**src/rtl/pipelined_flag_alu_pkg.sv**
```systemverilog
// Shared types for the pipelined flag ALU: opcode enum, flag bundle and opcode classifier.
package pipelined_flag_alu_pkg;

  typedef enum logic [2:0] {
    OP_ADD = 3'b000,
    OP_SUB = 3'b001,
    OP_AND = 3'b010,
    OP_OR  = 3'b011,
    OP_XOR = 3'b100,
    OP_NOT = 3'b101,
    OP_ADC = 3'b110,
    OP_SBC = 3'b111
  } alu_op_e;

  typedef struct packed {
    logic c;
    logic v;
    logic n;
    logic z;
  } alu_flags_t;

  function automatic logic is_arith(alu_op_e op);
    return (op == OP_ADD) || (op == OP_SUB) || (op == OP_ADC) || (op == OP_SBC);
  endfunction

endpackage

```
**src/rtl/alu_exec_unit.sv**
```systemverilog
// Combinational execute stage: result and C/V/N/Z flags for one op.
// PIPELINED_FLAG_ALU_SATURATE_EN clamps overflowing arithmetic results to signed max/min.
module alu_exec_unit
  import pipelined_flag_alu_pkg::*;
#(
  parameter int WIDTH = 16
) (
  input  logic [WIDTH-1:0] a,
  input  logic [WIDTH-1:0] b,
  input  alu_op_e          op,
  input  logic             cin,
  output logic [WIDTH-1:0] result,
  output alu_flags_t       flags
);

  logic             sub;
  logic             carry_in;
  logic [WIDTH-1:0] b_eff;
  logic [WIDTH:0]   sum;
  logic             ovf;

  always_comb begin
    sub      = (op == OP_SUB) || (op == OP_SBC);
    b_eff    = sub ? ~b : b;
    carry_in = 1'b0;
    case (op)
      OP_SUB:  carry_in = 1'b1;
      OP_ADC:  carry_in = cin;
      OP_SBC:  carry_in = ~cin;
      default: carry_in = 1'b0;
    endcase
    // Subtraction runs through the same adder as A + ~B + ~borrow_in.
    sum = {1'b0, a} + {1'b0, b_eff} + {{WIDTH{1'b0}}, carry_in};
    ovf = (a[WIDTH-1] == b_eff[WIDTH-1]) && (sum[WIDTH-1] != a[WIDTH-1]);

    result = '0;
    flags  = '0;
    case (op)
      OP_ADD, OP_SUB, OP_ADC, OP_SBC: begin
        result  = sum[WIDTH-1:0];
        flags.c = sub ? ~sum[WIDTH] : sum[WIDTH];
        flags.v = ovf;
`ifdef PIPELINED_FLAG_ALU_SATURATE_EN
        // Overflow direction follows the common operand sign.
        if (ovf) result = a[WIDTH-1] ? {1'b1, {(WIDTH-1){1'b0}}} : {1'b0, {(WIDTH-1){1'b1}}};
`else
        result = sum[WIDTH-1:0];
`endif
        flags.n = result[WIDTH-1];
      end
      OP_AND:  result = a & b;
      OP_OR:   result = a | b;
      OP_XOR:  result = a ^ b;
      OP_NOT:  result = ~a;
      default: result = '0;
    endcase
    flags.z = (result == '0);
  end

endmodule

```
**src/rtl/pipelined_flag_alu.sv**
```systemverilog
// Two-stage pipelined ALU with stored carry and sticky overflow.
// Optional PIPELINED_FLAG_ALU_SATURATE_EN is implemented inside alu_exec_unit.
module pipelined_flag_alu
  import pipelined_flag_alu_pkg::*;
#(
  parameter int WIDTH = 16
) (
  input  logic             clk,
  input  logic             rst,
  input  logic             in_valid,
  output logic             in_ready,
  input  logic [WIDTH-1:0] in_a,
  input  logic [WIDTH-1:0] in_b,
  input  logic [2:0]       in_op,
  output logic             out_valid,
  input  logic             out_ready,
  output logic [WIDTH-1:0] out_result,
  output logic             out_c,
  output logic             out_v,
  output logic             out_n,
  output logic             out_z,
  output logic             carry_flag,
  output logic             ovf_sticky,
  input  logic             ovf_clr
);

  // Handshake: a beat moves whenever valid && ready on that edge; a stalled
  // output holds all out_* stable, and each stage takes data when the one
  // downstream is empty or draining in the same cycle.
  logic             s1_valid;
  logic [WIDTH-1:0] s1_a;
  logic [WIDTH-1:0] s1_b;
  alu_op_e          s1_op;
  logic             s2_ready;
  logic             s1_move;
  logic [WIDTH-1:0] exec_result;
  alu_flags_t       exec_flags;

  assign s2_ready = !out_valid || out_ready;
  assign in_ready = !s1_valid || s2_ready;
  assign s1_move  = s1_valid && s2_ready;

  alu_exec_unit #(.WIDTH(WIDTH)) u_exec (
    .a      (s1_a),
    .b      (s1_b),
    .op     (s1_op),
    .cin    (carry_flag),
    .result (exec_result),
    .flags  (exec_flags)
  );

  always_ff @(posedge clk or posedge rst) begin
    if (rst) begin
      s1_valid <= 1'b0;
      s1_a     <= '0;
      s1_b     <= '0;
      s1_op    <= OP_ADD;
    end else if (in_ready) begin
      s1_valid <= in_valid;
      if (in_valid) begin
        s1_a  <= in_a;
        s1_b  <= in_b;
        s1_op <= alu_op_e'(in_op);
      end
    end
  end

  always_ff @(posedge clk or posedge rst) begin
    if (rst) begin
      out_valid  <= 1'b0;
      out_result <= '0;
      out_c      <= 1'b0;
      out_v      <= 1'b0;
      out_n      <= 1'b0;
      out_z      <= 1'b0;
      carry_flag <= 1'b0;
    end else if (s2_ready) begin
      out_valid <= s1_valid;
      if (s1_valid) begin
        out_result <= exec_result;
        out_c      <= exec_flags.c;
        out_v      <= exec_flags.v;
        out_n      <= exec_flags.n;
        out_z      <= exec_flags.z;
        // ADC/SBC consumed the old carry this cycle, so chains need no bubble.
        if (is_arith(s1_op)) carry_flag <= exec_flags.c;
      end
    end
  end

  always_ff @(posedge clk or posedge rst) begin
    if (rst)                       ovf_sticky <= 1'b0;
    else if (s1_move && exec_flags.v) ovf_sticky <= 1'b1;
    else if (ovf_clr)              ovf_sticky <= 1'b0;
  end

endmodule

```
**config.mk**
```make
export PLATFORM = sky130hd
export DESIGN_NAME = pipelined_flag_alu
export DESIGN_NICKNAME = d
export VERILOG_FILES = /design/src/rtl/pipelined_flag_alu_pkg.sv /design/src/rtl/alu_exec_unit.sv /design/src/rtl/pipelined_flag_alu.sv
export SDC_FILE = /design/constraint.sdc
export NUM_CORES = 1
export LEC_CHECK = 0
export BUFFER_PORTS_ARGS = -buffer_cell sky130_fd_sc_hd__buf_2
export CORE_UTILIZATION = 40
export DETAILED_ROUTE_END_ITERATION = 6
export SLEW_MARGIN = 40
export SYNTH_ARGS = -nofsm -noshare
export SYNTH_HDL_FRONTEND = slang
export SYNTH_HIERARCHICAL = 1
export SYNTH_SLANG_ARGS = --single-unit
```
**constraint.sdc**
```tcl
create_clock -name clk -period 3.92 [get_ports clk]
set_input_delay 0.784 -clock clk [delete_from_list [all_inputs] [get_ports clk]]
set_output_delay 0.784 -clock clk [all_outputs]
set_load 0.02 [all_outputs]
```
Word level (Yosys, flattened, before mapping)
Cells that the tools add are included.
{ "word_totals": {"output_inout_bits": 24, "in_bits": 40, "reg_bits": 59} }
{ "op_classes": {"n_mux": 7, "bitwise_logic": 7, "reduce_logical": 18, "n_eq_ne": 9, "add_sub_neg": 2} }
{ "ops": {"columns": ["cell", "count"], "rows": [
  ["$pmux W16 S5", 1],
  ["$not A16 Y16", 2],
  ["$add A16 B16 Y17", 1],
  ["$add A17 B1 Y17", 1],
  ["$and A16 B16 Y16", 1],
  ["$logic_not A16 Y1", 1],
  ["$mux W16", 1],
  ["$or A16 B16 Y16", 1],
  ["$xor A16 B16 Y16", 1],
  ["$eq A3 B3 Y1 const B", 4],
  ["$eq A3 B2 Y1 const B", 2],
  ["$logic_or A1 B1 Y1", 6],
  ["$reduce_and A2 Y1", 2],
  ["$reduce_or A4 Y1", 1],
  ["$eq A3 B1 Y1 const B", 1],
  ["$logic_and A1 B1 Y1", 3],
  ["$logic_not A3 Y1", 1],
  ["$mux W1", 3],
  ["$mux W3", 1],
  ["$pmux W1 S3", 1],
  ["$reduce_and A3 Y1", 1],
  ["$logic_not A1 Y1", 2],
  ["$not A1 Y1", 2],
  ["$reduce_bool A2 Y1", 1],
  ["2 further kinds", 2]
]} }

Longest topological paths before layout
{ "logic_depth": {"depth_word": 10, "depth_mapped": 19, "ltp_nobuf": 17} }

By module
Netlist, hierarchy kept.
{ "modules_own_cells": {"columns": ["mod", "cells_per_inst", "n_inst", "area_per_inst_um2"], "rows": [
  ["pipelined_flag_alu", 132, 1, 2389.8],
  ["alu_exec_unit", 305, 1, 2238.4]
]} }

Worst setup path before layout
OpenSTA, ideal clock, no wires.
{ "synth_path": {"path_kind": "register to register", "startpoint": "register s1_op[0]", "endpoint": "register out_z", "arrival_ps": 3958, "stages_incl_launch_ff": 20, "path_buffers": 5, "path_slack_ps": -163, "synth_period_minus_slack_ps": 4083, "path_cell_list": "dfrtp_1 > buf_2 > buf_2 > clkbuf_1 > nand3_1 > buf_2 > buf_2 > xnor2_1 > fa_1 > inv_1 > fa_1 > nand2b_1 > a21oi_2 > o2111ai_1 > and3_1 > o31ai_1 > nor3_1 > and4b_1 > nor3b_2 > mux2_2"} }
{ "synth_rtl": {"columns": ["element", "line", "source"], "rows": [
  ["start, declared", "pipelined_flag_alu.sv:33", "alu_op_e s1_op;"],
  ["start signal, assigned", "pipelined_flag_alu.sv:63", "s1_op <= alu_op_e'(in_op);"],
  ["end signal, assigned", "pipelined_flag_alu.sv:84", "out_z <= exec_flags.z;"],
  ["end, declared", "pipelined_flag_alu.sv:21", "output logic out_z,"]
]} }

==> metrics.cfg <==
[flow_run]
cap_violations=0

[clocking]
cts_tree=done
clk_pin_slew_ns=0.05
clock-root-buffer=clkbuf_16
cts_buffer_depth=2
cts_sinks=59
cts_buffers=9
cts_hold_buf=0
cts_max_level=3
clkLatencyLatePin_ns=0.33

[die]
die_h_um=110
io_pins=64
start_util_pct=41.8
die_width_um=110
core_region_area_um2=11100
core.rowCount=38
die-area_um2=12000

[route]
detail_route.iter0.violations=239
drt_wl_total_um=10300
via_count=3473
drc=0
avgRoutedWirePerCell_um=15.9
dr.pass1.iters=5
routed_via_density=5.34
ant_nets=0

[placement]
pre_cts_ws_ns=0.0578
gp_congestion=0.871
io_buffers=63
hpwl_um=7720

[critical_path]
critPathMaxFanout=8
end_kind=register
cp-start-kind=register
required_ns=4.19
path_class=register to register
critPathArrivalTime_ns=3.94

[finish]
regArea_um2=1480
insertedDiodeCount=0
final_nets=595
drive_gt1_share_pct=35.3
nFillCells=1015
syn_to_final_growth_pct=17.3
multi_input_area_um2=2880

[logic_synthesis]
ys_warn_count=6
yosys-top-cells-count=dfrtp_1 (59), ha_1 (48), inv_1 (46), mux2_4 (30), mux2_2 (25)
ys.flop_type=dfrtp_1
yosysUniqueCellTypes=62
synth_area_leaders=dfrtp_1 (32%), ha_1 (13%), mux2_4 (9.7%)
yosys.area.top_type_share_pct=31.9
async_reset_ff_share_pct=100
synth_seq_cells=59
syn_area_um2=4630
synth_top_area_cell=dfrtp_1
synth_fp_nets=527
avgSynthCellArea_um2=10.6
synth_seq_area_share_pct=31.9
synth_enable_flop_cells=0
synth_most_common_cell=dfrtp_1
synthCells=437

[power]
p_int_mw=2.05
p_leak_nw=2.64
ir_worst_vdd_v=0.000306
pwr-share-clk_pct=22.4
finalPower_mw=3.44
pwr-share-seq_pct=26.4
p_switching_mw=1.39
powerDensity_nw_per_um2=634
p_sw_share_pct=40.4
combPwrFrac_pct=51.1

[sta]
fmax_mhz=273
fin_crit_ns=3.66
fin_crit_sh_pct=93.5
finalWorstSetupSlack_ns=0.256
clock_skew_ns=0.00680
fin_tns_setup_ns=0
setup_viol=0
slew_headroom_pct=58.4
whs_ns=0.498
maxSlewViolCount=0
hold_viol_final=0
tightest_slew_ns=0.623

[global_route]
grt_pass1_vias=3386
antenna_found_initial=0
grt_overflow=0
grt_usage_pct=18.8
grt_pass1_wl_um=17100
grt_max_degree=36

[min_path]
hold_class=register to register

[run_status]
status=complete, no violations

==> cell type report <==
cell class,instances,area share (%)
clock inverter,7,1.24
multi-input combinational,311,53.1
clock buffer,9,4.15
timing repair buffer,78,7.88
inverter,46,3.18
sequential,59,27.2
tap,140,3.23
==> layer usage <==
metal | up-vias | GRT usage (%) | wire length [um]
met5 | - | 0 | 0
met4 | 0 | 7.90 | 107
met3 | 8 | 2.55 | 429
met2 | 68 | 28.5 | 4700
met1 | 1670 | 26.7 | 5110
li1 | 1727 | - | -
==> cell families (layout without fill, tap and decap cells) <==
kind of cell / count (synthesis) / count (layout) / share of synthesized area, %
and+or+nand+nor: 85 / 85 / 11.3
xor gates and xnor gates: 24 / 24 / 4.54
DFF: 59 / 59 / 31.9
buffers and inverters: 67 / 140 / 6.84
muxes: 55 / 55 / 15.8
adders and majority gates: 50 / 50 / 13.8
AOI/OAI and AO/OA: 97 / 97 / 15.8
==> sequential cells by signal, indices dropped and copies added (netlist names) <==
register / cells
out_result: 16
s1_a: 16
s1_b: 16
s1_op: 3
carry_flag: 1
out_c: 1
out_n: 1
out_v: 1
out_valid: 1
out_z: 1
ovf_sticky: 1
s1_valid: 1
==> per-stage QoR <==
| step | std cells | cell area, um^2 | utilization, % |
|---|---|---|---|
| final | 650 | 5430 | 49.0 |
| after global routing | 650 | 5430 | 49.0 |
| after CTS | 648 | 5380 | 48.5 |
| after detailed placement | 632 | 5080 | 45.9 |
| after global placement | 632 | 5080 | 45.9 |
| after floorplan | 437 | 4640 | - |
==> final timing paths <==
kind | from | end | slack [ns] | cells past startpoint
worst max-delay path | s1_op[1] | out_z | 0.26 | 15
max in group asynchronous | rst | out_result[0] | 2.56 | 3
worst min-delay path | out_n | out_n | 0.50 | 1
worst max register to register | s1_op[1] | out_z | 0.26 | 15
min in group asynchronous | rst | s1_op[2] | 0.52 | 2
worst min register to register | out_n | out_n | 0.50 | 1
==> cells in the final DEF (no fill, tap or decap), types with 3 or more instances in the layout <==
master      n
a21o_1      4
a21oi_1    17
a221o_1    11
a221oi_1    3
a31oi_1     4
and3_1      5
buf_2      63
buf_4      15
clkbuf_16   9
clkinv_2    4
dfrtp_1    57
ha_1       48
inv_1      45
mux2_2     25
mux2_4     30
nand2_1    13
nand2b_1    8
nand3_1    15
nor2_1      7
nor2b_1     8
nor3_1      6
nor4b_1     3
o211ai_1    4
o21ai_0    17
o221ai_1   11
o22ai_1     3
xnor2_1    19
xor2_1      4
==> repair_timing <==
item / CTS / global route
setup buffers: 0 / 2
resized for setup: 0 / 9
setup endpoints to repair: 0 / 4
==> worst max-delay path: stages, from the launching register on <==
cell and delay [ns]:
dfrtp_2 0.43, nand2b_1 0.15, nand3_1 0.21, buf_4 0.26, xnor2_1 0.20, inv_1 0.09
fa_1 0.41, nand2b_1 0.20, a21oi_2 0.22, o211ai_1 0.16, a21o_1 0.20, a31o_2 0.27
nor4_2 0.28, and4b_1 0.22, nor3b_2 0.15, mux2_2 0.16
==> power by group through the flow <==
stage / clock network (mW) / registers [mW] / logic [mW]
detailed placement: 0 / 0.924 / 1.72
floorplan: 0 / 1.02 / 1.18
CTS: 0.790 / 0.913 / 1.73
global route: 0.821 / 0.936 / 1.94
global placement: 0 / 0.914 / 1.69
finish: 0.772 / 0.910 / 1.76
Note: power is estimated with default switching activity, not from simulation.
